File: src/rtl/data_path_ctrl.sv
// Multi-cycle RV32I control FSM: FETCH -> DECODE -> EXEC -> (MEM) -> (WB).
// Define MEM_WAIT_EN to stretch MEM until mem_ready is sampled high.
module data_path_ctrl (
    input  logic        clk,
    input  logic        rst,
    output logic        imem_req,
    output logic [31:0] imem_addr,
    input  logic        imem_valid,
    input  logic [31:0] imem_instr,
    input  logic        mem_ready,
    input  logic        beq,
    input  logic        bneq,
    input  logic        bge,
    input  logic        blt,
    input  logic [31:0] alu_result,
    output logic [4:0]  read_reg_num1,
    output logic [4:0]  read_reg_num2,
    output logic [4:0]  write_reg_num1,
    output logic [5:0]  alu_control,
    output logic        jump,
    output logic        beq_control,
    output logic        bne_control,
    output logic        bgeq_control,
    output logic        blt_control,
    output logic        alu_src,
    output logic        reg_write,
    output logic        mem_to_reg,
    output logic        mem_read,
    output logic        mem_write,
    output logic        lui_control,
    output logic [31:0] imm_val,
    output logic [31:0] imm_val_lui,
    output logic [31:0] pc,
    output logic        illegal,
    output logic [31:0] link_addr
);

    typedef enum logic [2:0] {FETCH, DECODE, EXEC, MEM, WB, HALT} state_t;

    localparam logic [6:0] OP_R      = 7'b0110011;
    localparam logic [6:0] OP_I      = 7'b0010011;
    localparam logic [6:0] OP_LOAD   = 7'b0000011;
    localparam logic [6:0] OP_STORE  = 7'b0100011;
    localparam logic [6:0] OP_BRANCH = 7'b1100011;
    localparam logic [6:0] OP_LUI    = 7'b0110111;
    localparam logic [6:0] OP_JAL    = 7'b1101111;
    localparam logic [6:0] OP_JALR   = 7'b1100111;

    state_t      state_q;
    logic [31:0] ir_q, pc_q, link_q;
    logic        imem_req_q, illegal_q, jump_q;
    logic        beq_ctl_q, bne_ctl_q, bge_ctl_q, blt_ctl_q;
    logic        reg_write_q, mem_to_reg_q, mem_read_q, mem_write_q, lui_q;

    logic [6:0]  opcode;
    logic [2:0]  funct3;
    logic [4:0]  rd;
    logic        is_r, is_i, is_ld, is_st, is_br, is_lui, is_jal, is_jalr;
    logic        is_legal, is_jump, br_taken, mem_done;
    logic [31:0] imm_i, imm_s, imm_b, imm_u, imm_j, pc_inc_d;

    assign opcode  = ir_q[6:0];
    assign funct3  = ir_q[14:12];
    assign rd      = ir_q[11:7];
    assign is_r    = (opcode == OP_R);
    assign is_i    = (opcode == OP_I);
    assign is_ld   = (opcode == OP_LOAD);
    assign is_st   = (opcode == OP_STORE);
    assign is_br   = (opcode == OP_BRANCH);
    assign is_lui  = (opcode == OP_LUI);
    assign is_jal  = (opcode == OP_JAL);
    assign is_jalr = (opcode == OP_JALR);
    assign is_jump = is_jal | is_jalr;
    assign is_legal = is_r | is_i | is_ld | is_st | is_br | is_lui | is_jump;

    assign imm_i = {{20{ir_q[31]}}, ir_q[31:20]};
    assign imm_s = {{20{ir_q[31]}}, ir_q[31:25], ir_q[11:7]};
    assign imm_b = {{19{ir_q[31]}}, ir_q[31], ir_q[7], ir_q[30:25], ir_q[11:8], 1'b0};
    assign imm_u = {ir_q[31:12], 12'b0};
    assign imm_j = {{11{ir_q[31]}}, ir_q[31], ir_q[19:12], ir_q[20], ir_q[30:21], 1'b0};

    // funct3[2] selects the signed compares, funct3[0] the inverted sense
    assign br_taken = funct3[2] ? (funct3[0] ? bge : blt) : (funct3[0] ? bneq : beq);
    assign pc_inc_d = pc_q + 32'd4;

`ifdef MEM_WAIT_EN
    assign mem_done = mem_ready;
`else
    logic unused_mem_ready;
    assign unused_mem_ready = mem_ready;
    assign mem_done = 1'b1;
`endif

    always_comb begin
        imm_val     = 32'd0;
        alu_control = 6'd0;
        alu_src     = 1'b0;
        case (opcode)
            OP_R:      alu_control = {2'b00, ir_q[30], funct3};
            OP_I: begin
                alu_src     = 1'b1;
                imm_val     = imm_i;
                alu_control = {2'b00, ir_q[30] & (funct3 == 3'b101), funct3};
            end
            OP_LOAD:   begin alu_src = 1'b1; imm_val = imm_i; end
            OP_STORE:  begin alu_src = 1'b1; imm_val = imm_s; end
            OP_BRANCH: begin imm_val = imm_b; alu_control = {3'b100, funct3}; end
            OP_LUI:    imm_val = imm_u;
            OP_JAL:    imm_val = imm_j;
            OP_JALR:   begin alu_src = 1'b1; imm_val = imm_i; end
            default:   ;
        endcase
    end

    always_ff @(posedge clk or negedge rst) begin
        if (!rst) begin
            state_q      <= FETCH;
            ir_q         <= 32'd0;
            pc_q         <= 32'd0;
            link_q       <= 32'd0;
            imem_req_q   <= 1'b0;
            illegal_q    <= 1'b0;
            jump_q       <= 1'b0;
            beq_ctl_q    <= 1'b0;
            bne_ctl_q    <= 1'b0;
            bge_ctl_q    <= 1'b0;
            blt_ctl_q    <= 1'b0;
            reg_write_q  <= 1'b0;
            mem_to_reg_q <= 1'b0;
            mem_read_q   <= 1'b0;
            mem_write_q  <= 1'b0;
            lui_q        <= 1'b0;
        end else begin
            case (state_q)
                // request rises one cycle into FETCH and is held until accepted
                FETCH: begin
                    imem_req_q <= 1'b1;
                    if (imem_req_q && imem_valid) begin
                        ir_q       <= imem_instr;
                        imem_req_q <= 1'b0;
                        state_q    <= DECODE;
                    end
                end
                DECODE: begin
                    if (!is_legal) begin
                        illegal_q <= 1'b1;
                        state_q   <= HALT;
                    end else begin
                        jump_q    <= is_jump;
                        beq_ctl_q <= is_br && (funct3 == 3'b000);
                        bne_ctl_q <= is_br && (funct3 == 3'b001);
                        blt_ctl_q <= is_br && funct3[2] && !funct3[0];
                        bge_ctl_q <= is_br && funct3[2] && funct3[0];
                        state_q   <= EXEC;
                    end
                end
                EXEC: begin
                    jump_q    <= 1'b0;
                    beq_ctl_q <= 1'b0;
                    bne_ctl_q <= 1'b0;
                    blt_ctl_q <= 1'b0;
                    bge_ctl_q <= 1'b0;
                    if (is_ld || is_st) begin
                        mem_read_q  <= is_ld;
                        mem_write_q <= is_st;
                        state_q     <= MEM;
                    end else if (is_br) begin
                        pc_q    <= br_taken ? (pc_q + imm_val) : pc_inc_d;
                        state_q <= FETCH;
                    end else begin
                        reg_write_q <= (rd != 5'd0);
                        lui_q       <= is_lui;
                        if (is_jump) begin
                            link_q <= pc_inc_d;
                            pc_q   <= is_jal ? (pc_q + imm_val) : (alu_result & ~32'd1);
                        end
                        state_q <= WB;
                    end
                end
                MEM: begin
                    if (mem_done) begin
                        mem_read_q  <= 1'b0;
                        mem_write_q <= 1'b0;
                        if (is_ld) begin
                            reg_write_q  <= (rd != 5'd0);
                            mem_to_reg_q <= 1'b1;
                            state_q      <= WB;
                        end else begin
                            pc_q    <= pc_inc_d;
                            state_q <= FETCH;
                        end
                    end
                end
                // jumps already redirected pc in EXEC
                WB: begin
                    reg_write_q  <= 1'b0;
                    mem_to_reg_q <= 1'b0;
                    lui_q        <= 1'b0;
                    if (!is_jump) pc_q <= pc_inc_d;
                    state_q <= FETCH;
                end
                HALT:    state_q <= HALT;
                default: state_q <= FETCH;
            endcase
        end
    end

    assign imem_req       = imem_req_q;
    assign imem_addr      = pc_q;
    assign pc             = pc_q;
    assign read_reg_num1  = ir_q[19:15];
    assign read_reg_num2  = ir_q[24:20];
    assign write_reg_num1 = rd;
    assign imm_val_lui    = imm_u;
    assign jump           = jump_q;
    assign beq_control    = beq_ctl_q;
    assign bne_control    = bne_ctl_q;
    assign bgeq_control   = bge_ctl_q;
    assign blt_control    = blt_ctl_q;
    assign reg_write      = reg_write_q;
    assign mem_to_reg     = mem_to_reg_q;
    assign mem_read       = mem_read_q;
    assign mem_write      = mem_write_q;
    assign lui_control    = lui_q;
    assign illegal        = illegal_q;
    assign link_addr      = link_q;

endmodule

File: config.mk
export PLATFORM = sky130hd
export DESIGN_NAME = data_path_ctrl
export DESIGN_NICKNAME = d
export VERILOG_FILES = /design/src/rtl/data_path_ctrl.sv
export SDC_FILE = /design/constraint.sdc
export NUM_CORES = 1
export LEC_CHECK = 0
export ABC_AREA = 1
export BUFFER_PORTS_ARGS = -buffer_cell sky130_fd_sc_hd__buf_2
export CORE_MARGIN = 2
export CORE_UTILIZATION = 40
export CTS_CLUSTER_DIAMETER = 40
export DETAILED_ROUTE_END_ITERATION = 6
export GPL_ROUTABILITY_DRIVEN = 0
export PLACE_DENSITY = 0.65
export RECOVER_POWER = 25
export SYNTH_ARGS = -nofsm -noshare
export SYNTH_HDL_FRONTEND = slang
export SYNTH_SLANG_ARGS = --single-unit
File: constraint.sdc
create_clock -name clk -period 5.73 [get_ports clk]
set_clock_uncertainty 0.1 [all_clocks]
set_input_delay 0.8595 -clock clk [delete_from_list [all_inputs] [get_ports clk]]
set_output_delay 0.8595 -clock clk [all_outputs]
set_load 0.01 [all_outputs]
==> metrics.md <==
| Metric | Value |
|---|---|
| Area of the core | 22710 um^2 |
| Combinational share of power | 53.2% |
| Relative slew slack | -113.4% |
| Cell leakage power | 6.105 nW |
| Die Width | 156.4 um |
| Post-route setup TNS | 0 ps |
| Setup crit start | ir_q[3] |
| CTS tree | done |
| Die area | 24460 um^2 |
| WL final | 31.88 mm |
| CP required | 5890 ps |
| Synth top area share | 29.90% |
| Worst reg-to-reg setup slack | 1930 ps |
| Post-synth EDFFs | 0 |
| DP Cell Count | 1903 |
| Syn-to-layout area delta | 12.23% |
| YS warnings | 0 |
| Final Critical Period | 3803 ps |
| Crit start category | register |
| P_sw | 0.002414 W |
| Post-CTS Hold Buffers | 0 |
| Via count | 9806 |
| Distinct cell type count after synthesis | 45 |
| Sw Ratio | 53.05% |
| Worst-skew pair later-pin latency | 360 ps |
| Max Slew Vio Count | 58 |
| Leading area contributor after synthesis | dfrtp_1 |
| P_int | 0.002137 W |
| Largest net degree at the start of global routing | 58 |
| Max-cap violations | 1 |
| Clk buf depth | 2 |
| Worst R2R End | imem_addr[31] |
| Synthesized area | 9290 um^2 |
| Post-synth ARST share | 100.0% |
| Clock share of power | 14.0% |
| Die Ht | 156.4 um |
| DRT iter0 DRCs | 908 |
| RSZ-0062 raised after global routing | no |
| Gr usage total | 25.79% |
| Fmax | 263.0 MHz |
| Vias in the first global route | 8879 |
| Post-cts resize count | 0 |
| Layout cells sized above 1 | 17.07% |
| Violated checks | capacitance limit, slew limit |
| Clock slew at reported path FFs | 80 ps |
| IO Pins | 266 |
| Yosys reg bits | 111 |
| ANT cells | 0 |
| Setup crit end | imem_addr[31] |
| Final setup violation count | 0 |
| Global-route wire length before repair | 48.34 mm |
| Post-DP HPWL | 26.11 mm |
| Antenna Nets Post-Route | 0 |
| Root Buffer | clkbuf_16 |
| Reg2Reg Launch Point | ir_q[3] |
| CTS sink count | 111 |
| Vias per inst | 5.110 |
| Ys flop type | dfrtp_1 |
| Top cells by area, synth | dfrtp_1 (30%), nand2_1 (23%), buf_4 (6.9%) |
| Nets@finish | 1734 |
| Pwr dens | 436.5 nW/um^2 |
| Register area share after synthesis | 29.90% |
| Buffers on Ports | 250 |
| CTS HTree Levels | 3 |
| TritonRoute pass-1 iters | 5 |
| Post-Syn Area per Cell | 6.350 um^2 |
| Num CTS Buffers | 9 |
| # fillers | 2458 |
| Global route overflow | 0 |
| Setup Buffers After CTS | 0 |
| FF-to-FF path depth | 20 |
| CP arrival | 3960 ps |
| Status | finished, violations left |
| Peak VDD IR | 0.2192 mV |
| Endpoint class of the critical path | register |
| Initial core utilization | 40.91% |
| Flip-flop and latch area | 2778 um^2 |
| Final worst-path cycle share | 66.37% |
| Worst-path fanout max | 11 |
| Worst-Margin Slew | 3202 ps |
| CP Class | register to register |
| Area of the multi-input gates | 5045 um^2 |
| Row Count | 55 |
| Antenna violations before repair | 0 |
| Average wire per standard cell | 16.61 um |
| Reg power frac | 32.8% |
| Fin. Hold Viols | 0 |
| Syn Inst Count | 1463 |
| Fin Hold WS | 379.1 ps |
| Drc violations | 0 |
| Tightest Hold Check Type | register to register |
| Post-Layout Cell Count | 1919 |
-- cell type report --
| cell class | instances | area share, % |
|---|---|---|
| multi-input cells | 1066 | 48.39 |
| flip-flops and latches | 111 | 26.64 |
| repair buffers | 253 | 11.89 |
| inverters | 188 | 6.840 |
| well taps | 285 | 3.420 |
| clock buffers | 11 | 2.328 |
| clock inverters | 5 | 0.4920 |
-- cells in the mapped netlist (4+ instances only) --
library cell,n
clkbuf_1,12
o21ai_2,4
nand2_1,570
xnor2_1,6
buf_4,86
nor3_1,22
o21ai_1,14
nor2_2,5
o211ai_1,4
nor2_1,112
nand4_1,18
o22ai_1,12
nand2_2,4
xor2_1,27
buf_2,8
ha_1,32
inv_2,15
o21ai_0,60
a21oi_1,59
a31oi_1,4
nand3b_1,8
dfrtp_1,111
inv_1,170
nand3_1,66
-- critical path: stages, from the launching register on --
cell     delay, ps
dfrtp_1        420
inv_1          110
nand2_1         90
nor2_1         390
nand2_1        200
nand2_1        240
nand2_1        250
o21ai_0        220
ha_1           300
nand2_1        130
nor2_1         150
inv_1           80
nor3_1         270
and2_1         180
nand2_1         50
nand2_1        100
nand3_1         80
nand3_1        140
nand2_1         70
nand2_1         60
nand2_1         40
-- through the flow --
stage / util [%] / setup WS (ps) / area [um^2] / total power, W
3_3_place_gp: 44.95 / 2050 / 10210 / 0.003877
3_5_place_dp: 44.95 / 1963 / 10210 / 0.003906
4_1_cts: 46.24 / 1935 / 10500 / 0.004551
6_report: 45.91 / 1927 / 10430 / 0.004551
2_1_floorplan: - / 2614 / 9335 / 0.003240
5_1_grt: 45.91 / 1464 / 10430 / 0.004910
-- worst min-delay path by stage --
stage,from,endpoint,slack [ps],cells past startpoint
4_1_cts,illegal,illegal,380,2
6_report,illegal,illegal,380,2
3_5_place_dp,illegal,illegal,360,2
3_3_place_gp,illegal,illegal,350,2
2_1_floorplan,ir_q[0],ir_q[0],360,2
5_1_grt,illegal,illegal,400,2
-- kinds of logic after synthesis --
logic type	synth area share (%)
xor+xnor	3.111
compound gates	9.724
other cells	0.04037
simple gates	36.75
flops	29.90
buf+inv	15.95
fa+ha+maj	4.525
-- power by group through the flow --
| stage | combinational, W | sequential (W) | clock (W) |
|---|---|---|---|
| 5_1_grt | 0.00271 | 0.00152 | 0.000681 |
| 6_report | 0.00242 | 0.00149 | 0.000635 |
| 3_3_place_gp | 0.00239 | 0.00149 | 0 |
| 2_1_floorplan | 0.00189 | 0.00135 | 0 |
| 4_1_cts | 0.00243 | 0.00148 | 0.000647 |
| 3_5_place_dp | 0.00241 | 0.00149 | 0 |
-- metal layers --
metal  GRT usage, %  share of wire, %
met1          36.50                45
met3          3.489               8.6
met4          6.815               1.7
met5              0                 0
met2          41.45                45
-- cell usage in the layout (no fill, tap or decap), drive strengths merged, types with 2 or more instances in the layout --
cell type / n
nand4: 18
a31oi: 4
o21bai: 3
nor3b: 2
inv: 191
dfrtp: 111
nor2: 121
nand2: 577
a21oi: 59
conb: 13
xor2: 27
nand3b: 8
clkbuf: 38
clkinv: 2
buf: 226
ha: 32
o211ai: 4
xnor2: 6
nand3: 68
o22ai: 12
o21ai: 79
nor3: 24
Note: power is estimated with default switching activity, not from simulation.
